**src/rtl/mem_port_arbiter.sv**
```systemverilog
// Two-requester (IF / LS) arbiter sharing one single-port synchronous memory.
// Define ARB_ROUND_ROBIN_EN to replace fixed LS-over-IF priority with round-robin on contention.
module mem_port_arbiter #(
  parameter int unsigned ADDR_W      = 32,
  parameter int unsigned WAIT_CYCLES = 0
) (
  input  logic              clk_i,
  input  logic              rst_i,
  input  logic              if_req_valid_i,
  output logic              if_req_ready_o,
  input  logic [ADDR_W-1:0] if_req_addr_i,
  output logic              if_rsp_valid_o,
  output logic [31:0]       if_rsp_data_o,
  input  logic              if_rsp_ready_i,
  input  logic              ls_req_valid_i,
  output logic              ls_req_ready_o,
  input  logic [ADDR_W-1:0] ls_req_addr_i,
  input  logic              ls_req_write_i,
  input  logic [31:0]       ls_req_wdata_i,
  input  logic [3:0]        ls_req_mask_i,
  output logic              ls_rsp_valid_o,
  output logic [31:0]       ls_rsp_data_o,
  input  logic              ls_rsp_ready_i,
  output logic [ADDR_W-3:0] mem_addr_o,
  output logic              mem_read_o,
  output logic              mem_write_o,
  output logic [3:0]        mem_mask_o,
  output logic [31:0]       mem_wdata_o,
  input  logic [31:0]       mem_rdata_i,
  output logic              busy_o
);

  typedef enum logic [1:0] {StIdle, StAccess, StData, StResp} state_e;

  localparam logic [3:0] WaitInit = WAIT_CYCLES[3:0];

  state_e            state_q, state_d;
  logic [ADDR_W-3:0] addr_q, addr_d;
  logic              write_q, write_d;
  logic [31:0]       wdata_q, wdata_d;
  logic [3:0]        mask_q, mask_d;
  logic              grant_ls_q, grant_ls_d;
  logic [3:0]        wait_q, wait_d;
  logic [31:0]       if_rsp_q, if_rsp_d;
  logic [31:0]       ls_rsp_q, ls_rsp_d;

  logic ls_win, if_win, idle;

  // Byte-offset bits never reach the word-addressed memory.
  logic unused_addr_bits;
  assign unused_addr_bits = ^{if_req_addr_i[1:0], ls_req_addr_i[1:0]};

`ifdef ARB_ROUND_ROBIN_EN
  logic last_grant_ls_q;
  // On contention the requester not granted last time wins.
  assign ls_win = ls_req_valid_i & (~if_req_valid_i | ~last_grant_ls_q);
`else
  assign ls_win = ls_req_valid_i;
`endif
  assign if_win = if_req_valid_i & ~ls_win;

  always_comb begin
    idle           = (state_q == StIdle) & ~rst_i;
    ls_req_ready_o = idle & ls_win;
    if_req_ready_o = idle & if_win;
    if_rsp_valid_o = (state_q == StResp) & ~grant_ls_q;
    ls_rsp_valid_o = (state_q == StResp) & grant_ls_q;
    if_rsp_data_o  = if_rsp_q;
    ls_rsp_data_o  = ls_rsp_q;
    mem_addr_o     = addr_q;
    mem_wdata_o    = wdata_q;
    mem_read_o     = (state_q == StAccess) & ~write_q;
    mem_write_o    = (state_q == StAccess) & write_q & (|mask_q);
    mem_mask_o     = ((state_q == StAccess) && write_q) ? mask_q : 4'b0000;
    busy_o         = (state_q != StIdle);
  end

  always_comb begin
    state_d    = state_q;
    addr_d     = addr_q;
    write_d    = write_q;
    wdata_d    = wdata_q;
    mask_d     = mask_q;
    grant_ls_d = grant_ls_q;
    wait_d     = wait_q;
    if_rsp_d   = if_rsp_q;
    ls_rsp_d   = ls_rsp_q;
    unique case (state_q)
      StIdle: begin
        if (ls_win || if_win) begin
          grant_ls_d = ls_win;
          addr_d     = ls_win ? ls_req_addr_i[ADDR_W-1:2] : if_req_addr_i[ADDR_W-1:2];
          write_d    = ls_win & ls_req_write_i;
          wdata_d    = ls_win ? ls_req_wdata_i : 32'h0;
          mask_d     = ls_win ? ls_req_mask_i : 4'h0;
          wait_d     = WaitInit;
          state_d    = StAccess;
        end
      end
      StAccess: begin
        if (wait_q == 4'd0) begin
          state_d = StData;
        end else begin
          wait_d = wait_q - 4'd1;
        end
      end
      StData: begin
        if (grant_ls_q) begin
          ls_rsp_d = write_q ? 32'h0 : mem_rdata_i;
        end else begin
          if_rsp_d = mem_rdata_i;
        end
        state_d = StResp;
      end
      StResp: begin
        if (grant_ls_q ? ls_rsp_ready_i : if_rsp_ready_i) begin
          state_d = StIdle;
        end
      end
      default: state_d = StIdle;
    endcase
  end

  always_ff @(posedge clk_i) begin
    if (rst_i) begin
      state_q    <= StIdle;
      addr_q     <= '0;
      write_q    <= 1'b0;
      wdata_q    <= 32'h0;
      mask_q     <= 4'h0;
      grant_ls_q <= 1'b0;
      wait_q     <= 4'd0;
      if_rsp_q   <= 32'h0;
      ls_rsp_q   <= 32'h0;
    end else begin
      state_q    <= state_d;
      addr_q     <= addr_d;
      write_q    <= write_d;
      wdata_q    <= wdata_d;
      mask_q     <= mask_d;
      grant_ls_q <= grant_ls_d;
      wait_q     <= wait_d;
      if_rsp_q   <= if_rsp_d;
      ls_rsp_q   <= ls_rsp_d;
    end
  end

`ifdef ARB_ROUND_ROBIN_EN
  always_ff @(posedge clk_i) begin
    if (rst_i) begin
      last_grant_ls_q <= 1'b0;
    end else if (ls_req_ready_o || if_req_ready_o) begin
      last_grant_ls_q <= ls_req_ready_o;
    end
  end
`endif

endmodule
```
**config.mk**
```make
export PLATFORM = sky130hd
export DESIGN_NAME = mem_port_arbiter
export DESIGN_NICKNAME = d
export VERILOG_FILES = /design/src/rtl/mem_port_arbiter.sv
export SDC_FILE = /design/constraint.sdc
export NUM_CORES = 1
export LEC_CHECK = 0
export ABC_AREA = 1
export CORE_ASPECT_RATIO = 0.8
export CORE_UTILIZATION = 40
export DETAILED_ROUTE_END_ITERATION = 6
export HOLD_SLACK_MARGIN = 0.08
export PLACE_DENSITY = 0.8
export SYNTH_ARGS = -nofsm -noshare
export SYNTH_HDL_FRONTEND = slang
export SYNTH_SLANG_ARGS = --single-unit
```
**constraint.sdc**
```tcl
create_clock -name clk_i -period 1.6 [get_ports clk_i]
set_input_delay 0.32 -clock clk_i [delete_from_list [all_inputs] [get_ports clk_i]]
set_output_delay 0.32 -clock clk_i [all_outputs]
set_load 0.05 [all_outputs]
```
# After elaboration in Yosys (flattened, before gate mapping)
# Index checks and enable logic that the tools add are counted.
# W data, S select, Z words.
[word_totals]
register_bits = 138
inputBits = 139
out_inout_bits = 137
elab_cells = 56
[op_classes]
add_sub_neg = 1
eq_ne = 7
mux = 13
bitwise = 14
reduce_logical = 12
[op_table]
columns = ["operator", "count"]
rows = [
  ["$mux W32", 2],
  ["$mux W30", 1],
  ["$mux W4", 4],
  ["$and A1 B1 Y1", 10],
  ["$pmux W2 S4", 1],
  ["$pmux W4 S2", 1],
  ["$mux W2", 3],
  ["$ne A2 B1 Y1 const B", 3],
  ["$reduce_and A2 Y1", 3],
  ["$reduce_and A3 Y1", 2],
  ["$eq A2 B2 Y1 const B", 2],
  ["$logic_not A4 Y1", 1],
  ["$not A1 Y1", 4],
  ["$reduce_bool A2 Y1", 2],
  ["$reduce_or A4 Y1", 1],
  ["$sub A4 B1 Y4 const B", 1],
  ["$eq A2 B1 Y1 const B", 1],
  ["$logic_not A2 Y1", 1],
  ["$ne A2 B2 Y1 const B", 1],
  ["$logic_and A1 B1 Y1", 1],
  ["$logic_or A1 B1 Y1", 1],
  ["$mux W1", 1],
]

# Depth between registers and ports, before layout
[depth]
ltp_word = 5
depth_mapped = 9
ltp_nobuf = 8

# Least setup slack after synthesis
# No wires, ideal clock.
[synth_timing]
path_type = "register to output"
from = "register state_q[0]"
to = "output port ls_req_ready_o"
t_arrival_ns = 1.866
t_required_ns = 1.280
path_slack_ns = -0.586
stages_incl_launch_ff = 5
n_path_buf = 0
path_cell_list = "dfxtp_1 inv_1 ha_1 inv_2 nor3_1"
[synth_between]
elab_chain_cells = 3
[synth_rtl]
columns = ["element", "line", "source"]
rows = [
  ["start: declaration", "37", "state_e state_q, state_d;"],
  ["start signal: assignment", "126", "state_q <= StIdle;"],
  ["start signal: assignment", "136", "state_q <= state_d;"],
  ["$logic_not A2 Y1", "63", "idle = (state_q == StIdle) & ~rst_i;"],
  ["$and A1 B1 Y1", "63", ""],
  ["$and A1 B1 Y1", "64", "ls_req_ready_o = idle & ls_win;"],
  ["end: declaration", "16", "output logic ls_req_ready_o,"],
]
# Every way passes these cells.

# Worst setup path in the final report
[layout_timing]
from = "register state_q[1]"
to = "output port mem_write_o"
[layout_between]
elab_chain_cells = 3
[layout_rtl]
columns = ["element", "line", "source"]
rows = [
  ["$eq A2 B1 Y1", "73", "mem_write_o = (state_q == StAccess) & write_q & (|mask_q);"],
  ["$and A1 B1 Y1 (2 in series)", "73", ""],
  ["end: declaration", "26", "output logic mem_write_o,"],
]
# Every way passes these cells.

==> flow_summary_export.csv <==
group,metric,value,unit
timing,whs,0.431,ns
power_and_ir_drop,power_frac_comb,45.3,%
cts,cts_root_buf,"clkbuf_16",
grt,grt_usage,23.6,%
finish,fillCellCount,1096,
run,maxCapViolCount,0,
setup_path,worstRegToRegCells,7,
timing,fin_crit_sh,110,%
routing,via_per_inst,4.85,
synth,syn_area_per_cell,7.77,um2
timing,finalSetupViolCount,10,
routing,drtIter0Drc,310,
routing,drcViolationCount,0,
timing,min_period,1.77,ns
cts,cts_tree,"built",
grt,grt_pass1_vias,5472,
synth,syn_area,5480,um2
placed_design,io_buffers,271,
cts,cts_buffer_depth,2,
finish,layout_commonest_cell,"nand2_1",
die,die_h,107,um
timing,max-slew-margin-rel,55.3,%
synth,ys_types,22,
grt,grt_overflow_total,0,
cts,htree_levels,4,
timing,skew,0.00841,ns
die,die_x,133,um
routing,ant_nets,0,
power_and_ir_drop,seqPwrFrac,29.0,%
placed_design,hpwl,11600,um
setup_path,r2r-start,"state_q[0]",
finish,nNetsFinal,1118,
status,failed_checks,"setup timing",
cts,cts_buffers,17,
setup_path,end_kind,"output pin",
finish,multi_input_area,2480,um2
cts,clk_latency,0.41,ns
grt,grt_pass1_wl,26800,um
grt,grt_antenna_before_repair,0,
finish,insertedDiodeCount,0,
grt,grt_max_degree,52,
finish,final_cell_mix,"nand2_1, buf_4, dfxtp_1",
finish,drive_gt1_share,26.4,%
placed_design,finalWeightedCongestion,0.832,
routing,wl_per_cell,14.3,um
die,fp.coreArea,13100,um2
setup_path,arrival,1.45,ns
timing,setup_ws,-0.167,ns
timing,finalMaxSlewViolations,0,
status,outcome,"finished, violations left",
worst_hold_path,worstHoldPathCells,3,
setup_path,crit_path_start,"state_q[1]",
setup_path,path_max_fanout,5,
finish,design_area,9020,um2
power_and_ir_drop,intPower,9.35,mW
power_and_ir_drop,power.share.switching,41.7,%
synth,ys_seq_elements,138,
power_and_ir_drop,p_switching,6.68,mW
routing,wl,16600,um
synth,syn_nets,852,
routing,num_vias,5620,
timing,max_slew.worst_pin.slew,0.670,ns
timing,rsz0062_at_grt,"yes",
synth,synth_cells,706,
die,top_level_ports,276,
die,placementRows,37,
worst_hold_path,hp-class,"input pin to flip-flop",
finish,utilization,68.8,%
cts,ctsHoldBuffers,0,
synth,ys_seq_area_share,50.4,%
finish,final-seq-area,2770,um2
setup_path,cp.required,1.28,ns
power_and_ir_drop,power.leakage,3.71,nW
setup_path,crit_type,"flip-flop to output pin",
setup_path,critPathLaunchType,"flip-flop",
routing,dr.pass1.iters,5,
die,design.die.area,14200,um2
timing,fmax,566,MHz
die,initial_utilization,41.8,%
worst_hold_path,min_from,"rst_i",
power_and_ir_drop,vdd_drop_max,1020,uV
synth,yosys_warnings,0,
power_and_ir_drop,pwr-share-clk,25.7,%
cts,cts.sinks,138,
placed_design,dp_slack,-0.212,ns
timing,hold_viol,0,
placed_design,place_area,8260,um2
cts,path_clk_slew,0.06,ns
finish,synthToLayoutAreaGrowth,64.5,%
power_and_ir_drop,power_density,1780,nW/um2
-- power by group through the flow --
| stage | registers (mW) | clock network (mW) | logic (mW) |
|---|---|---|---|
| after floorplan | 6.87 | 0 | 2.50 |
| after global placement | 4.65 | 0 | 7.01 |
| after detailed placement | 4.66 | 0 | 7.09 |
| after CTS | 4.64 | 4.21 | 7.27 |
| after global routing | 4.73 | 4.36 | 7.81 |
| final | 4.65 | 4.12 | 7.27 |
-- stage by stage --
stage	power (mW)	instances	TNS [ns]
6_report	16.0	1159	-1.14
5_1_grt	16.9	1159	-1.67
4_1_cts	16.1	1158	-1.29
3_5_place_dp	11.7	1125	-10.68
3_3_place_gp	11.7	1125	-8.93
2_1_floorplan	9.37	706	-0.931
-- registers in the layout, summed over array words and instances, names as in the netlist --
signal,cells
if_rsp_data_o,32
ls_rsp_data_o,32
mem_wdata_o,32
mem_addr_o,30
mask_q,4
wait_q,4
state_q,2
grant_ls_q,1
write_q,1
-- cell usage after synthesis --
| master | instances | area, um2 |
|---|---|---|
| a21oi_1 | 51 | 255 |
| a21oi_2 | 20 | 175 |
| a31oi_1 | 30 | 188 |
| a41oi_1 | 1 | 8.76 |
| buf_2 | 16 | 80.1 |
| buf_4 | 6 | 45.0 |
| buf_6 | 4 | 45.0 |
| clkbuf_1 | 24 | 90.1 |
| dfxtp_1 | 138 | 2760 |
| ha_1 | 7 | 87.6 |
| inv_1 | 19 | 71.3 |
| inv_2 | 5 | 18.8 |
| nand2_1 | 173 | 649 |
| nand2_2 | 21 | 131 |
| nand3_1 | 38 | 190 |
| nand4_1 | 3 | 18.8 |
| nor2_1 | 85 | 319 |
| nor2_4 | 1 | 11.3 |
| nor2_8 | 1 | 20.0 |
| nor3_1 | 1 | 5.00 |
| o21ai_0 | 57 | 285 |
| o21ai_1 | 5 | 25.0 |
-- path summary, 6_finish.rpt --
kind	to	slack, ns
min	ls_rsp_data_o[2]	0.43
max	mem_write_o	-0.17
min reg2reg	ls_rsp_data_o[15]	0.46
max reg2reg	if_rsp_data_o[10]	0.08
-- routing by layer --
layer	global-route usage, %	share of wire [%]	vias up
li1	-	-	2848
met1	28.0	41	2522
met2	40.7	49	225
met3	7.23	8.8	25
met4	7.47	1.8	0
met5	0	0	-
-- timing repair --
item / in CTS / in global routing
endpoints found under the setup margin: 11 / 11
pin swaps: 2 / 2
gates resized for setup: 25 / 5
buffers inserted: 2 / 1
endpoints found under the hold margin: 0 / 0
-- cell type report --
class                      instances  share of cell area, %
tap                              175                   2.43
sequential                       138                   30.7
multi-input combinational        494                   27.5
timing repair buffer             297                   31.4
clock buffer                      17                   4.72
inverter                          24                   1.11
clock inverter                    14                   2.18
-- worst max-delay path, cell delays in order (launching register included) --
cell	delay (ns)
dfxtp_2	0.34
inv_4	0.08
ha_4	0.17
nand2_8	0.08
a41oi_4	0.21
buf_12	0.17
-- logic make-up (layout without fill, tap and decap cells) --
group           after synthesis  in the layout  share of synthesized area, %
simple gates                323            323                          24.5
buf+inv                      74            352                          6.39
compound gates              164            164                          17.1
flops                       138            138                          50.4
fa+ha+maj                     7              7                          1.60
Power figures use the tool's default switching activity.
